===== src/rtl/datamem_ctrl.sv =====
// Data-memory controller between the control unit's load/store handshake and a
// single-port synchronous SRAM: RV32I lane steering, extension and misalignment.
module datamem_ctrl #(
    parameter int ADDR_WIDTH  = 10,
    parameter int MEM_LATENCY = 1
) (
    input  logic                  DMC_Clk,
    input  logic                  DMC_Reset,
    input  logic                  DMC_Load_Req,
    input  logic                  DMC_Store_Req,
    input  logic [2:0]            DMC_Funct3,
    input  logic [31:0]           DMC_Addr,
    input  logic [31:0]           DMC_Wdata,
    output logic                  DMC_Load_Valid,
    output logic                  DMC_Store_Ready,
    output logic [31:0]           DMC_Rdata,
    output logic                  DMC_Misaligned,
    output logic [ADDR_WIDTH-1:0] DMC_Mem_Addr,
    output logic                  DMC_Mem_Re,
    output logic                  DMC_Mem_We,
    output logic [3:0]            DMC_Mem_Be,
    output logic [31:0]           DMC_Mem_Wdata,
    input  logic [31:0]           DMC_Mem_Rdata
);

    // state | meaning
    // IDLE  | wait for a load or store request
    // READ  | read strobe cycle, then latency down-counter to terminal count
    // WRITE | write strobe cycle
    // RESP  | response pulse cycle
    // HOLD  | wait for both requests to drop
    typedef enum logic [2:0] {
        ST_IDLE, ST_READ, ST_WRITE, ST_RESP, ST_HOLD
    } state_t;

    localparam logic [2:0] CNT_INIT = 3'(MEM_LATENCY - 1);

    state_t                state_q, state_d;
    logic [2:0]            cnt_q, cnt_d;
    logic [1:0]            addr_lo_q, addr_lo_d;
    logic [2:0]            funct3_q, funct3_d;
    logic                  load_valid_q, load_valid_d;
    logic                  store_ready_q, store_ready_d;
    logic [31:0]           rdata_q, rdata_d;
    logic                  misaligned_q, misaligned_d;
    logic [ADDR_WIDTH-1:0] mem_addr_q, mem_addr_d;
    logic                  mem_re_q, mem_re_d;
    logic                  mem_we_q, mem_we_d;
    logic [3:0]            mem_be_q, mem_be_d;
    logic [31:0]           mem_wdata_q, mem_wdata_d;

    logic        req_load, req_any, funct_legal, misal, req_ok, read_done;
    logic [31:0] load_ext;
    logic        unused_addr_bits;

    assign unused_addr_bits = ^DMC_Addr[31:ADDR_WIDTH+2];

    // Load has priority; a store is only considered when no load is pending.
    assign req_load = DMC_Load_Req;
    assign req_any  = DMC_Load_Req | DMC_Store_Req;

    always_comb begin
        funct_legal = 1'b0;
        if (req_load) begin
            funct_legal = (DMC_Funct3 == 3'd0) || (DMC_Funct3 == 3'd1) ||
                          (DMC_Funct3 == 3'd2) || (DMC_Funct3 == 3'd4) ||
                          (DMC_Funct3 == 3'd5);
        end else begin
            funct_legal = (DMC_Funct3 == 3'd0) || (DMC_Funct3 == 3'd1) ||
                          (DMC_Funct3 == 3'd2);
        end
        misal  = ((DMC_Funct3[1:0] == 2'b01) && DMC_Addr[0]) ||
                 ((DMC_Funct3[1:0] == 2'b10) && (DMC_Addr[1:0] != 2'b00));
        req_ok = funct_legal && !misal;
    end

    // The strobe cycle itself does not count toward the SRAM latency.
    assign read_done = !mem_re_q && (cnt_q == 3'd0);

    always_comb begin
        logic [7:0]  rbyte;
        logic [15:0] rhalf;
        rbyte = DMC_Mem_Rdata[8*addr_lo_q +: 8];
        rhalf = addr_lo_q[1] ? DMC_Mem_Rdata[31:16] : DMC_Mem_Rdata[15:0];
        case (funct3_q)
            3'd0:    load_ext = {{24{rbyte[7]}}, rbyte};
            3'd4:    load_ext = {24'd0, rbyte};
            3'd1:    load_ext = {{16{rhalf[15]}}, rhalf};
            3'd5:    load_ext = {16'd0, rhalf};
            default: load_ext = DMC_Mem_Rdata;
        endcase
    end

    always_ff @(posedge DMC_Clk) begin
        if (DMC_Reset) begin
            state_q       <= ST_IDLE;
            cnt_q         <= 3'd0;
            addr_lo_q     <= 2'd0;
            funct3_q      <= 3'd0;
            load_valid_q  <= 1'b0;
            store_ready_q <= 1'b0;
            rdata_q       <= 32'd0;
            misaligned_q  <= 1'b0;
            mem_addr_q    <= '0;
            mem_re_q      <= 1'b0;
            mem_we_q      <= 1'b0;
            mem_be_q      <= 4'd0;
            mem_wdata_q   <= 32'd0;
        end else begin
            state_q       <= state_d;
            cnt_q         <= cnt_d;
            addr_lo_q     <= addr_lo_d;
            funct3_q      <= funct3_d;
            load_valid_q  <= load_valid_d;
            store_ready_q <= store_ready_d;
            rdata_q       <= rdata_d;
            misaligned_q  <= misaligned_d;
            mem_addr_q    <= mem_addr_d;
            mem_re_q      <= mem_re_d;
            mem_we_q      <= mem_we_d;
            mem_be_q      <= mem_be_d;
            mem_wdata_q   <= mem_wdata_d;
        end
    end

    always_comb begin
        state_d = state_q;
        case (state_q)
            ST_IDLE: begin
                if (req_any) begin
                    if (!req_ok)       state_d = ST_RESP;
                    else if (req_load) state_d = ST_READ;
                    else               state_d = ST_WRITE;
                end
            end
            ST_READ:  if (read_done) state_d = ST_RESP;
            ST_WRITE: state_d = ST_RESP;
            ST_RESP:  state_d = ST_HOLD;
            ST_HOLD:  if (!DMC_Load_Req && !DMC_Store_Req) state_d = ST_IDLE;
            default:  state_d = ST_IDLE;
        endcase
    end

    always_comb begin
        cnt_d         = cnt_q;
        addr_lo_d     = addr_lo_q;
        funct3_d      = funct3_q;
        load_valid_d  = 1'b0;
        store_ready_d = 1'b0;
        rdata_d       = rdata_q;
        misaligned_d  = misaligned_q;
        mem_addr_d    = mem_addr_q;
        mem_re_d      = 1'b0;
        mem_we_d      = 1'b0;
        mem_be_d      = mem_be_q;
        mem_wdata_d   = mem_wdata_q;
        case (state_q)
            ST_IDLE: begin
                if (req_any) begin
                    addr_lo_d    = DMC_Addr[1:0];
                    funct3_d     = DMC_Funct3;
                    mem_addr_d   = DMC_Addr[ADDR_WIDTH+1:2];
                    rdata_d      = 32'd0;
                    misaligned_d = !req_ok;
                    if (!req_ok) begin
                        load_valid_d  = req_load;
                        store_ready_d = !req_load;
                    end else if (req_load) begin
                        mem_re_d = 1'b1;
                        cnt_d    = CNT_INIT;
                    end else begin
                        mem_we_d = 1'b1;
                        case (DMC_Funct3[1:0])
                            2'b00: begin
                                mem_be_d    = 4'b0001 << DMC_Addr[1:0];
                                mem_wdata_d = {4{DMC_Wdata[7:0]}};
                            end
                            2'b01: begin
                                mem_be_d    = DMC_Addr[1] ? 4'b1100 : 4'b0011;
                                mem_wdata_d = {2{DMC_Wdata[15:0]}};
                            end
                            default: begin
                                mem_be_d    = 4'b1111;
                                mem_wdata_d = DMC_Wdata;
                            end
                        endcase
                    end
                end
            end
            ST_READ: begin
                if (read_done) begin
                    rdata_d      = load_ext;
                    load_valid_d = 1'b1;
                end else if (!mem_re_q) begin
                    cnt_d = cnt_q - 3'd1;
                end
            end
            ST_WRITE: store_ready_d = 1'b1;
            default: ;
        endcase
    end

    assign DMC_Load_Valid  = load_valid_q;
    assign DMC_Store_Ready = store_ready_q;
    assign DMC_Rdata       = rdata_q;
    assign DMC_Misaligned  = misaligned_q;
    assign DMC_Mem_Addr    = mem_addr_q;
    assign DMC_Mem_Re      = mem_re_q;
    assign DMC_Mem_We      = mem_we_q;
    assign DMC_Mem_Be      = mem_be_q;
    assign DMC_Mem_Wdata   = mem_wdata_q;

endmodule


===== config.mk =====
export PLATFORM = sky130hd
export DESIGN_NAME = datamem_ctrl
export DESIGN_NICKNAME = d
export VERILOG_FILES = /design/src/rtl/datamem_ctrl.sv
export SDC_FILE = /design/constraint.sdc
export NUM_CORES = 1
export LEC_CHECK = 0
export BUFFER_PORTS_ARGS = -buffer_cell sky130_fd_sc_hd__buf_2
export CAP_MARGIN = 20
export CORE_MARGIN = 8
export CORE_UTILIZATION = 52
export CTS_CLUSTER_SIZE = 12
export DETAILED_ROUTE_END_ITERATION = 16
export PLACE_DENSITY = 0.86
export SLEW_MARGIN = 40
export SYNTH_ARGS = -nofsm -noshare
export SYNTH_HDL_FRONTEND = slang
export SYNTH_SLANG_ARGS = --single-unit

===== constraint.sdc =====
create_clock -name DMC_Clk -period 4.9 [get_ports DMC_Clk]
set_input_delay 0.245 -clock DMC_Clk [delete_from_list [all_inputs] [get_ports DMC_Clk]]
set_output_delay 0.245 -clock DMC_Clk [all_outputs]
set_load 0.01 [all_outputs]

==> results by group <==
Outcome
  – Status: finished, final reports clean

Synthesis
  – Synth top area share: 0.422
  – Synth area leader: dfxtp_1
  – Synth Instances: roughly 540
  – #FFs+latches synth: 94
  – Top cells by area, synth: dfxtp_1, a21oi_1, nand2_1
  – Post-Syn Area per Cell: between 8 and 9 um2
  – Seq/Total Area, Yosys: 0.422
  – Most common flop cell mapped by yosys: dfxtp_1
  – Warnings from Yosys: 0
  – FFs w/ async S/R, synth: 0
  – Netlist cell types: 50
  – Post-synth EDFFs: 0
  – Post-Syn Area: 4450 um2
  – Syn_nets: 641

GRT
  – GRT Total Usage: 0.227
  – Number of global-route vias before repair: 4550
  – Pin count of the biggest net entering global routing: 67
  – Total gr overflow: 0
  – First-pass GRT wire length: 21.8 mm
  – Most used routing layer: met2
  – Initial antenna violation count: 0
  – Grt met3 use: 0.0767
  – Met2 Usage GRT: 0.369
  – Met1 Use GR: 0.271

Clock tree
  – H-tree levels: 3
  – Clk root buf: clkbuf_8
  – CTS resizes: 0
  – Worst-case clock buffer depth: 2
  – CTS tree: yes
  – Setup bufs post-CTS: 0
  – Clk_lat worst skew: 0.36 ns
  – CTS hold repair buffers: 0
  – # clock sinks: 94
  – CTS Buf Count: 9
  – CTS clk-pin slew, worst paths: 0.10 ns

Power
  – Peak supply drop: 0.202 mV
  – Switching Share: 0.324
  – Final Power: roughly 0.0018 W
  – Sequential fraction of design power: 0.497
  – Clk pwr share: 0.271
  – P_int: 0.00119 W
  – Net Sw Power: 0.000568 W
  – Lkg Pwr: between 2 and 2.5 nW
  – PwrDens: 322 nW/um2
  – Logic gate share of total power: 0.232

Job
  – Maxcap violations: 0

STA
  – Min Clock Period, post-route: approximately 2.6 ns
  – Hold slack: around 0.12 ns
  – Final setup margin: 2.26 ns
  – Worst slew pin tran: 0.842 ns
  – Slew Viols, Final: 0
  – Fmax: 379 MHz
  – Max-Slew Margin vs Limit: 0.438
  – Setup clock skew after layout: 0.0108 ns
  – Hold Violations, Final: 0
  – Fin Setup TNS: 0 ns
  – Final Cycle Share: 0.539
  – Final setup violation count: 0
  – RSZ-0062 raised after global routing: false

Place
  – Placement Setup Slack: ~2.3 ns
  – DP Area: ~5300 um2
  – DP HPWL: 10.1 mm
  – Port Buffers: 165
  – RD Place Congestion: ~0.85

Finish
  – Fin area: between 5000 and 6000 um2
  – Multi-input combinational cell area: 2320 um2
  – # diodes: 0
  – Fillers: a little over 700
  – Share of cells above drive strength 1: 0.309
  – FF/Latch Area: about 1900 um2
  – P&R area growth vs syn: 22.2%
  – Final net count: 774

Worst setup path
  – Worst setup SP type: register
  – Crit path kind: register to register
  – CP arrival: 2.85 ns
  – Worst Setup End Kind: register
  – CP max FO: 20
  – Req. time, crit path: 5.11 ns

Drt
  – Avg WL per Cell: 17.5 um
  – Number of DRC markers in iteration 0: 297
  – Post-DRT Antenna Nets: 0
  – Routed WL: between 10 and 15 mm
  – Via count: ~4600
  – Vias per cell: 5.84
  – DRT Pass-1 Iters: 7
  – DRC Markers: 0

Die
  – Initial Util: 0.539
  – Core footprint: approximately 8300 um2
  – Die Wd: 109 um
  – Die Ht: 109 um
  – Die area: 11800 um2
  – Row Count: 33
  – Ports: 186

Worst hold path
  – HP Class: primary input to register
## path summary, 6_finish.rpt
check	start	to	slack, ns	depth (start not counted)
worst min register to register	DMC_Misaligned	DMC_Misaligned	0.46	2
worst max register to register	state_q[1]	DMC_Mem_Wdata[14]	2.26	4
worst max-delay path	state_q[1]	DMC_Mem_Wdata[14]	2.26	4
worst min-delay path	DMC_Addr[2]	DMC_Mem_Addr[0]	0.12	3
## sequential cells by signal, indices dropped and copies added (netlist names)
signal and cells:
DMC_Mem_Wdata 32, DMC_Rdata 32, DMC_Mem_Addr 10, DMC_Mem_Be 4
cnt_q 3, funct3_q 3, state_q 3, addr_lo_q 2
DMC_Load_Valid 1, DMC_Mem_Re 1, DMC_Mem_We 1, DMC_Misaligned 1
DMC_Store_Ready 1
## logic make-up (layout without fill, tap and decap cells)
group | after synthesis | after routing | synth area share
compound gates | 195 | 195 | 0.281
fa+ha+maj | 2 | 2 | 0.00562
buf+inv | 66 | 204 | 0.0621
mux | 25 | 25 | 0.0601
simple gates | 154 | 154 | 0.169
flops | 94 | 94 | 0.422
## cells in the mapped netlist, drive strengths merged (4+ instances only)
cell type  count
dfxtp         94
nor2b         19
nand2b        13
nor3           5
nand2         70
a211oi        12
buf           13
o22ai          5
mux2i         20
nand3         19
a311oi        10
a222oi         4
o32ai          9
inv           18
a21oi         72
a22o          10
clkbuf        35
o21ai         53
mux2           4
nor2          11
## stage by stage
| stage | instances | util |
|---|---|---|
| floorplan | 536 | - |
| global placement | 761 | 0.635 |
| detailed placement | 763 | 0.638 |
| CTS | 779 | 0.659 |
| global route | 779 | 0.659 |
| finish | 779 | 0.659 |
## placed cells by master, fill, tap and decap left out, types with 5 or more instances in the layout
master and n:
nand2b_1 13, o32ai_1 9, o21ai_0 43, a22o_1 10, o21ai_2 10, buf_2 165
clkbuf_8 10, o22ai_1 5, dfxtp_1 94, a311oi_1 10, nor2b_1 19, a211oi_1 12
a21oi_1 72, mux2i_1 20, nand2_1 70, nand3_1 19, nor2_1 10, inv_1 18
## critical path, stage by stage (launching register included)
cell      delay, ns
dfxtp_1        0.42
nor3_1         0.58
nand2_1        0.50
nor2_2         0.79
a311oi_1       0.20
## power by group through the flow
stage / registers (W) / logic, W / clock network, W
finish: 0.000871 / 0.000408 / 0.000475
global route: 0.000881 / 0.000448 / 0.000509
CTS: 0.000870 / 0.000406 / 0.000476
detailed placement: 0.000888 / 0.000403 / 0
global placement: 0.000882 / 0.000387 / 0
floorplan: 0.000893 / 0.000244 / 0
## final cells by class
class                   instances  share of cell area
inverters                      18              0.0124
repair buffers                170               0.159
well taps                     105              0.0241
multi-input cells             376               0.426
clock inverters                 5             0.00644
flip-flops and latches         94               0.346
clock buffers                  11              0.0260
## metal layers
| layer | up-vias | routed length (um) |
|---|---|---|
| li1 | 2205 | - |
| met1 | 2087 | 5530 |
| met2 | 221 | 6410 |
| met3 | 38 | 1320 |
| met4 | 0 | 394 |
| met5 | - | 0 |
No activity file was read; power rests on OpenSTA's default activity.
